[config.mk]
export PLATFORM = sky130hd
export DESIGN_NAME = v3_packet_loopback_ctrl
export DESIGN_NICKNAME = d
export VERILOG_FILES = /design/src/rtl/v3_packet_loopback_ctrl.sv
export SDC_FILE = /design/constraint.sdc
export NUM_CORES = 2
export LEC_CHECK = 0
export CORE_MARGIN = 3
export CORE_UTILIZATION = 50
export CTS_CLUSTER_DIAMETER = 60
export DETAILED_ROUTE_END_ITERATION = 8
export PLACE_DENSITY = 0.71
export SLEW_MARGIN = 25
export SYNTH_ARGS = -nofsm -noshare
export SYNTH_HDL_FRONTEND = slang
export SYNTH_SLANG_ARGS = --single-unit
[constraint.sdc]
create_clock -name clk -period 3.55 [get_ports clk]
set_clock_uncertainty 0.15 [all_clocks]
set_input_delay 0.355 -clock clk [delete_from_list [all_inputs] [get_ports clk]]
set_output_delay 0.355 -clock clk [all_outputs]
set_load 0.02 [all_outputs]
[src/rtl/v3_packet_loopback_ctrl.sv]
// ---------------------------------------------------------------------------
// v3_packet_loopback_ctrl
//
// Packet loopback controller for an FT60x (FT600/FT601) style interface.
// Words received on the rx side are stored together with their byte enables
// in a packet buffer. A packet is returned on the tx side in arrival order
// once it is full, or earlier if the rx side stays idle for TIMEOUT_CYC
// cycles (partial flush).
//
// Optional feature macro: LOOPBACK_CHECKSUM_EN
//   When defined, every returned packet is followed by one extra tx word that
//   holds the sum of the returned data words (mod 2^DATA_WIDTH), with all byte
//   enables set. When undefined, the checksum state and adder are not built.
// ---------------------------------------------------------------------------
module v3_packet_loopback_ctrl #(
    parameter int DATA_WIDTH  = 16,
    parameter int PKT_WORDS   = 128,
    parameter int TIMEOUT_CYC = 1024
) (
    input  logic                    clk,
    input  logic                    rst,
    input  logic [DATA_WIDTH-1:0]   rx_data,
    input  logic [DATA_WIDTH/8-1:0] rx_be,
    input  logic                    rx_valid,
    output logic                    rx_ready,
    output logic [DATA_WIDTH-1:0]   tx_data,
    output logic [DATA_WIDTH/8-1:0] tx_be,
    output logic                    tx_valid,
    input  logic                    tx_ready,
    output logic [15:0]             pkt_count,
    output logic                    overflow_err,
    output logic                    busy
);

    // Byte-enable width, buffer address width, word-count width (must hold
    // PKT_WORDS itself), idle-counter width and stored entry width.
    localparam int BEW = DATA_WIDTH / 8;
    localparam int AW  = $clog2(PKT_WORDS);
    localparam int CW  = AW + 1;
    localparam int IW  = (TIMEOUT_CYC > 0) ? $clog2(TIMEOUT_CYC + 1) : 1;
    localparam int EW  = BEW + DATA_WIDTH;

    // Controller states
    localparam logic [1:0] ST_IDLE  = 2'd0;
    localparam logic [1:0] ST_RECV  = 2'd1;
    localparam logic [1:0] ST_SEND  = 2'd2;
`ifdef LOOPBACK_CHECKSUM_EN
    localparam logic [1:0] ST_CKSUM = 2'd3;
`endif

    // Registered state
    logic [1:0]            r_state;
    logic [CW-1:0]         r_wr_cnt;
    logic [AW-1:0]         r_rd_idx;
    logic [CW-1:0]         r_len;
    logic [IW-1:0]         r_idle_cnt;
    logic [15:0]           r_pkt_count;
    logic                  r_overflow;
    logic                  r_rx_en;
`ifdef LOOPBACK_CHECKSUM_EN
    logic [DATA_WIDTH-1:0] r_sum;
`endif

    // Packet buffer: {be, data} per entry; not reset, contents are only
    // meaningful for words written in the current packet.
    logic [EW-1:0]         r_buf [PKT_WORDS];

    // Combinational helpers
    logic                  w_rx_ready;
    logic                  w_accept;
    logic                  w_tx_valid;
    logic                  w_tx_xfer;
    logic [EW-1:0]         w_rd_word;
    logic                  w_last;
    logic [CW-1:0]         w_wr_cnt_inc;
    logic [IW-1:0]         w_idle_inc;
    logic [AW-1:0]         w_wr_idx;

    // Next-state values
    logic [1:0]            w_state_nxt;
    logic [CW-1:0]         w_wr_cnt_nxt;
    logic [AW-1:0]         w_rd_idx_nxt;
    logic [CW-1:0]         w_len_nxt;
    logic [IW-1:0]         w_idle_nxt;
    logic [15:0]           w_pkt_nxt;
`ifdef LOOPBACK_CHECKSUM_EN
    logic [DATA_WIDTH-1:0] w_sum_nxt;
`endif

    // rx is only accepted once reset has been released for one edge and the
    // controller is collecting a packet.
    assign w_rx_ready   = r_rx_en & ((r_state == ST_IDLE) | (r_state == ST_RECV));
    assign w_accept     = rx_valid & w_rx_ready;
`ifdef LOOPBACK_CHECKSUM_EN
    assign w_tx_valid   = (r_state == ST_SEND) | (r_state == ST_CKSUM);
`else
    assign w_tx_valid   = (r_state == ST_SEND);
`endif
    assign w_tx_xfer    = w_tx_valid & tx_ready;
    assign w_rd_word    = r_buf[r_rd_idx];
    assign w_last       = ({1'b0, r_rd_idx} == (r_len - CW'(1)));
    assign w_wr_cnt_inc = r_wr_cnt + CW'(1);
    assign w_idle_inc   = r_idle_cnt + IW'(1);
    assign w_wr_idx     = r_wr_cnt[AW-1:0];

    // Next-state and counter update logic of the loopback controller
    always_comb begin
        w_state_nxt  = r_state;
        w_wr_cnt_nxt = r_wr_cnt;
        w_rd_idx_nxt = r_rd_idx;
        w_len_nxt    = r_len;
        w_idle_nxt   = r_idle_cnt;
        w_pkt_nxt    = r_pkt_count;
`ifdef LOOPBACK_CHECKSUM_EN
        w_sum_nxt    = r_sum;
`endif
        case (r_state)
            ST_IDLE, ST_RECV: begin
                if (w_accept) begin
                    // An accept always wins over a coincident timeout.
                    w_wr_cnt_nxt = w_wr_cnt_inc;
                    w_idle_nxt   = '0;
                    if (w_wr_cnt_inc == CW'(PKT_WORDS)) begin
                        w_state_nxt  = ST_SEND;
                        w_len_nxt    = CW'(PKT_WORDS);
                        w_rd_idx_nxt = '0;
                    end else begin
                        w_state_nxt  = ST_RECV;
                    end
                end else if (r_state == ST_RECV) begin
                    if ((TIMEOUT_CYC > 0) && (w_idle_inc == IW'(TIMEOUT_CYC))) begin
                        // Partial flush of what has been collected so far.
                        w_state_nxt  = ST_SEND;
                        w_len_nxt    = r_wr_cnt;
                        w_rd_idx_nxt = '0;
                        w_idle_nxt   = '0;
                    end else begin
                        w_idle_nxt   = w_idle_inc;
                    end
                end else begin
                    w_idle_nxt = '0;
                end
            end
            ST_SEND: begin
                if (w_tx_xfer) begin
`ifdef LOOPBACK_CHECKSUM_EN
                    w_sum_nxt = r_sum + w_rd_word[DATA_WIDTH-1:0];
`endif
                    if (w_last) begin
                        w_wr_cnt_nxt = '0;
                        w_rd_idx_nxt = '0;
                        w_idle_nxt   = '0;
`ifdef LOOPBACK_CHECKSUM_EN
                        w_state_nxt  = ST_CKSUM;
`else
                        w_state_nxt  = ST_IDLE;
                        w_pkt_nxt    = r_pkt_count + 16'd1;
`endif
                    end else begin
                        w_rd_idx_nxt = r_rd_idx + AW'(1);
                    end
                end else begin
                    w_state_nxt = ST_SEND;
                end
            end
`ifdef LOOPBACK_CHECKSUM_EN
            ST_CKSUM: begin
                if (w_tx_xfer) begin
                    // Packet is complete only once its checksum word is out.
                    w_state_nxt = ST_IDLE;
                    w_pkt_nxt   = r_pkt_count + 16'd1;
                    w_sum_nxt   = '0;
                end else begin
                    w_state_nxt = ST_CKSUM;
                end
            end
`endif
            default: begin
                w_state_nxt  = ST_IDLE;
                w_wr_cnt_nxt = '0;
                w_rd_idx_nxt = '0;
                w_idle_nxt   = '0;
            end
        endcase
    end

    // Controller state registers with asynchronous reset
    always_ff @(posedge clk or posedge rst) begin
        if (rst) begin
            r_state     <= ST_IDLE;
            r_wr_cnt    <= '0;
            r_rd_idx    <= '0;
            r_len       <= '0;
            r_idle_cnt  <= '0;
            r_pkt_count <= 16'd0;
            r_overflow  <= 1'b0;
            r_rx_en     <= 1'b0;
`ifdef LOOPBACK_CHECKSUM_EN
            r_sum       <= '0;
`endif
        end else begin
            r_state     <= w_state_nxt;
            r_wr_cnt    <= w_wr_cnt_nxt;
            r_rd_idx    <= w_rd_idx_nxt;
            r_len       <= w_len_nxt;
            r_idle_cnt  <= w_idle_nxt;
            r_pkt_count <= w_pkt_nxt;
            // Sticky: an rx word offered while not ready is dropped and flagged.
            r_overflow  <= r_overflow | (rx_valid & ~w_rx_ready);
            r_rx_en     <= 1'b1;
`ifdef LOOPBACK_CHECKSUM_EN
            r_sum       <= w_sum_nxt;
`endif
        end
    end

    // Packet buffer write on every rx accept
    always_ff @(posedge clk) begin
        if (w_accept) begin
            r_buf[w_wr_idx] <= {rx_be, rx_data};
        end
    end

    // tx word selection: buffered word in SEND, checksum in CKSUM, zero otherwise
    always_comb begin
        tx_data = '0;
        tx_be   = '0;
        case (r_state)
            ST_SEND: begin
                tx_data = w_rd_word[DATA_WIDTH-1:0];
                tx_be   = w_rd_word[EW-1:DATA_WIDTH];
            end
`ifdef LOOPBACK_CHECKSUM_EN
            ST_CKSUM: begin
                tx_data = r_sum;
                tx_be   = '1;
            end
`endif
            default: begin
                tx_data = '0;
                tx_be   = '0;
            end
        endcase
    end

    assign rx_ready     = w_rx_ready;
    assign tx_valid     = w_tx_valid;
    assign pkt_count    = r_pkt_count;
    assign overflow_err = r_overflow;
    assign busy         = (r_state != ST_IDLE);

endmodule

* Word level (Yosys, flattened, before mapping) *
Memory sizes are Yosys's and may differ from the RTL's.
Cells that the tools add are included.

word-level totals
  bits in registers = 54
  word-level logic and storage cells = 77
  memory bits (writable) = 2304
  memories kept = 1

operators by class
  reduce and logical (&&, ||, !) cells = 11
  mux-type cells = 32
  eq/ne operators = 13
  bitwise operators = 7
  $add $sub $neg = 5

memories
  name   words  bits a word  read ports  clocked after Yosys merged registers in  write ports  RTL line  source
  r_buf  128    18           1           0                                        1            66        logic [EW-1:0] r_buf [PKT_WORDS];

operators by type and width
  operator                                                                  count
  8-bit two-way mux                                                         7
  11-bit two-way mux                                                        5
  7-bit two-way mux                                                         6
  11-bit one-hot mux with 2 select lines                                    1
  16-bit by 1-bit adder with 16-bit output (second input constant)          1
  16-bit two-way mux                                                        1
  8-bit one-hot mux with 2 select lines                                     1
  2-bit two-way mux                                                         7
  7-bit one-hot mux with 2 select lines                                     1
  11-bit by 1-bit adder with 11-bit output (second input constant)          1
  11-bit equality test (second input constant)                              1
  3-bit inequality test (second input constant)                             3
  3-bit AND reduction                                                       3
  8-bit by 1-bit adder with 8-bit output (second input constant)            1
  7-bit by 8-bit equality test with 1-bit output                            1
  8-bit equality test (second input constant)                               1
  4-bit AND reduction                                                       2
  8-bit by 1-bit subtractor with 8-bit output (second input constant)       1
  7-bit by 1-bit adder with 7-bit output (second input constant)            1
  2-bit by 1-bit inequality test with 1-bit output (second input constant)  3
  2-bit nonzero test                                                        3
  1-bit AND                                                                 4
  2-bit one-hot mux with 2 select lines                                     1
  3-bit by 2-bit inequality test with 1-bit output (second input constant)  1
  other kinds (9)                                                           11

* Depth between registers and ports, before layout *
  depth in word-level cells = 6
  depth in mapped cells = 11
  gate-level depth less buffers = 8

* Worst setup path before layout *
No wires, ideal clock.

  kind = reg-to-reg
  from = register r_state[1]
  to = memory r_buf[72][0] in the netlist's numbering (enable)
  clock period less this slack = 3284 ps
  buffers on the path = 0
  setup slack = 266 ps
  setup time = 416 ps
  arrival time = 2718 ps
  data required time = 2984 ps
  stages on the path, launching flop included = 6
  cells stage by stage = dfrtp_1 -> nor2b_1 -> nand2_1 -> nor2_1 -> nand3_1 -> nor3_1

between the ends
  cells in the longest elaborated chain, start to end = 6
  elaborated cells between the ends (all ways) = 7
  classes of those cells = eq/ne: 1; mux: 2; bitwise: 3; reduce/logical: 1

ends and longest elaborated chain
  element                                                                                     RTL line  source
  start: declaration                                                                          52        logic [1:0] r_state;
  start signal: assignment                                                                    202       r_state <= w_state_nxt;
  2-bit by 1-bit equality test with 1-bit output / 2-bit logical NOT (equally long branches)  92        assign w_rx_ready = r_rx_en & ((r_state == ST_IDLE) | (r_state == ST_RECV));
  1-bit OR *                                                                                  92
  1-bit AND *                                                                                 92
  named net rx_ready                                                                          25        output logic rx_ready,
  1-bit AND *                                                                                 93        assign w_accept = rx_valid & w_rx_ready;
  1-bit two-way mux *                                                                         219       if (w_accept) begin
  1-bit two-way mux (not written as such) *                                                   220       r_buf[w_wr_idx] <= {rx_be, rx_data};
  end: declaration                                                                            66

The timed path passes the listed nets; every way through them passes the cells marked *.

* Final worst setup path *
  from = register r_rd_idx[0]
  to = output port tx_data[12]

between the ends
  cells in the longest elaborated chain, start to end = 2

ends and longest elaborated chain
  element                   RTL line  source
  start: declaration        54        logic [AW-1:0] r_rd_idx;
  start signal: assignment  204       r_rd_idx <= w_rd_idx_nxt;
  memory 128 x 18 bit       -
  16-bit two-way mux        228       case (r_state)
  end: declaration          26        output logic [DATA_WIDTH-1:0] tx_data,

Every way passes these cells.

==> impl_metrics.yaml <==
status:
  status: "finished with violations"
  violations: "negative setup slack"
cts:
  path_clk_slew_ps: 60
  cts_buffers: 224
  clock_path_buffers: 3
  insertion_delay_ps: 870
  clockRootBuffer: "clkbuf_16"
  cts_tree: "done"
  cts.htree.levels: 4
  clkSinkCount: 2358
sta:
  fin_crit_sh: 1.25
  max_clock_freq_ghz: 0.226
  tightest_slew_ps: 1070
  maxSlewHeadroom: 0.288
  tns_ps: -13150
  drv_slew: 0
  holdWs_ps: 24.3
  min_period_ps: 4430
  setup-violations-final: 18
  rsz0062_at_grt: "true"
  finalHoldViolations: 0
  fin_ws_ps: -878
run:
  max_cap_violations: 0
cells_and_area:
  final_cell_area_um2: 109000
  syn_to_final_growth_pct: 19.5
  nets: 5271
  finish.utilization: 0.603
  drive_gt1_frac: 0.306
  nFillCells: 12195
setup_path:
  start_kind: "flop"
  criticalPathCategory: "reg -> out"
  reg2reg_depth: 7
  crit_required_ps: 3040
  crit_path_cell_trace: "buf_12 -> buf_12 -> buf_12 -> buf_12 -> mux4_2 -> a22oi_2 -> buf_4 -> nand4_1 -> buf_6 -> nor4_4 -> a21oi_2 -> buf_6"
  crit_start: "r_rd_idx[0]"
  cp_max_fo: 7
  path_buf_inv: 7
  reg2reg_slack_ps: 230
  reg2reg_to: "pkt_count[11]"
  cp_top_family: "buffers and inverters"
  max_stage_delay_ps: 590
  cp-end-kind: "output port"
  cp_data_arrival_time_ps: 3920
  cpMaxStageDelayCell: "nor4_4"
  r2r-start: "r_rd_idx[3]"
  cp_common_cell: "buf_12"
floorplanning:
  die_area_um2: 188000
  die_height_um: 434
  io_pins: 60
  core_um2: 181000
  initial_utilization: 0.505
  dieWidth_um: 434
  rows: 156
grt:
  grt_pass1_vias: 48523
  antenna_found_initial: 5
  track_usage: 0.256
  grt_first_pass_wirelength_um: 345000
  grt_overflow: 0
  grt_max_degree: 129
synth:
  netlist_top_cells_area: "edfxtp_1 (76%), mux4_2 (11%), mux2i_1 (3.6%), dfrtp_1 (1.5%), nand2_1 (1.1%)"
  yosys_warnings: 0
  synth_cells: 4606
  async_flop_share: 0.0229
  synth.top_cell.area_share: 0.756
  ys_ff_latch: 2358
  synth_most_common_cell: "edfxtp_1"
  yosysSeqAreaShare: 0.771
  yosys.area.top_type: "edfxtp_1"
  synth_top_cells_by_count: "edfxtp_1 (2304), mux4_2 (429), mux2i_1 (333)"
  syn_area_um2: 91500
  ys.flop_type: "edfxtp_1"
  synth_edf_count: 2304
  synth_fp_nets: 4633
  avgSynthCellArea_um2: 19.9
  ys_types: 71
placement:
  dp_hpwl_um: 142000
  dpl_cell_area_um2: 98900
  gp_congestion: 0.890
  port_buffers: 59
detailed_routing:
  ant_nets: 0
  wire_per_inst_um: 31.3
  vias: 49545
  via_per_inst: 6.36
  wl_um: 244000
  drc: 0
  first_pass_iters: 5
  drt_iter0_drc: 7097
min_path:
  holdCritStartpoint: "rx_data[4]"
  hold_class: "in -> reg"
  min_path_cells: 1
  holdPathEnd: "r_buf[34][4]"
power:
  powerDensity_nw_per_um2: 666
  p_leak_nw: 35.2
  ir_drop_mv: 0.526
metrics by stage:
stage	setup slack [ps]	cells	total power, mW
after floorplan	266	4606	40.6
final	-878	7795	72.8
after CTS	-938	7741	71.8
after global placement	-1070	7270	47.1
after global routing	-860	7793	75.0
after detailed placement	-726	7270	47.2
cell usage in the layout (no fill, tap or decap), types with 26 or more instances in the layout:
cell type	count
a22oi_2	38
edfxtp_1	2304
clkinv_1	44
nor2_2	53
clkbuf_1	56
buf_6	67
a21oi_1	52
nand2_1	248
nand3_1	55
clkinv_2	38
o21ai_0	54
mux4_2	429
a22oi_1	74
clkbuf_16	241
a31oi_1	38
o22ai_1	43
nor2_1	145
dfrtp_1	50
nor3_1	26
mux2i_1	321
buf_12	86
buf_4	421
cell type report:
cell class / count / area, um^2 / share of cell area
clock inverters: 114 / 966 / 0.00883
flip-flops and latches: 2358 / 70600 / 0.645
clock buffers: 290 / 5990 / 0.0547
diodes: 3 / 7.51 / 0.0000686
well taps: 2370 / 2970 / 0.0271
repair buffers: 671 / 7330 / 0.0670
inverters: 16 / 60.1 / 0.000549
multi-input cells: 1973 / 21500 / 0.197
sequential cells by signal, indices dropped and copies added (netlist names):
register      flops
overflow_err      1
pkt_count        16
r_buf          2304
r_idle_cnt       11
r_len             8
r_rd_idx          7
r_rx_en           1
r_state           2
r_wr_cnt          8
worst max-delay path by stage:
stage,depth (start not counted),slack (ps),to
finish,12,-880,tx_data[12]
floorplan,5,270,r_buf[72][0]
CTS,12,-940,tx_data[1]
global route,12,-860,tx_data[11]
global placement,10,-1070,tx_data[12]
detailed placement,10,-730,tx_data[14]
timing repair:
| action | 4_1_cts | 5_1_grt |
|---|---|---|
| setup buffers | 40 | 36 |
| gates resized for setup | 281 | 132 |
| endpoints found under the hold margin | 707 | 16 |
| pin swaps | 62 | 45 |
| hold buffers | 18 | 1 |
| setup endpoints to repair | 18 | 18 |
| gates cloned | 11 | 14 |
cell families (layout without fill, tap and decap cells):
logic type               after synthesis  after routing  share of synthesized area
flip-flops                          2358           2358                      0.771
buffers and inverters                275           1091                     0.0133
adder cells (fa/ha/maj)                5              5                   0.000683
multiplexers                         788            788                      0.145
AO/OA/AOI/OAI                        453            453                     0.0328
XOR/XNOR                              35             35                    0.00335
other                                  1              4                  0.0000410
AND/OR/NAND/NOR                      691            691                     0.0341
where the power goes:
group | internal (mW) | switching [mW] | total [mW] | leakage, nW
sequential | 30.7 | 0.159 | 30.9 | 21.4
clock | 12.7 | 10.1 | 22.8 | 3.40
combinational | 8.82 | 10.3 | 19.1 | 10.4
metal layers:
layer  wire, um  part of all wire  vias to the layer above  GRT usage
met5          0                 0                        -          0
li1           -                 -                    20209          -
met1      93300              0.38                    25799      0.362
met4      11900             0.049                        0      0.110
met3      25100              0.10                      514     0.0535
met2     113000              0.47                     3023      0.391
(Power assumes the default switching activity.)
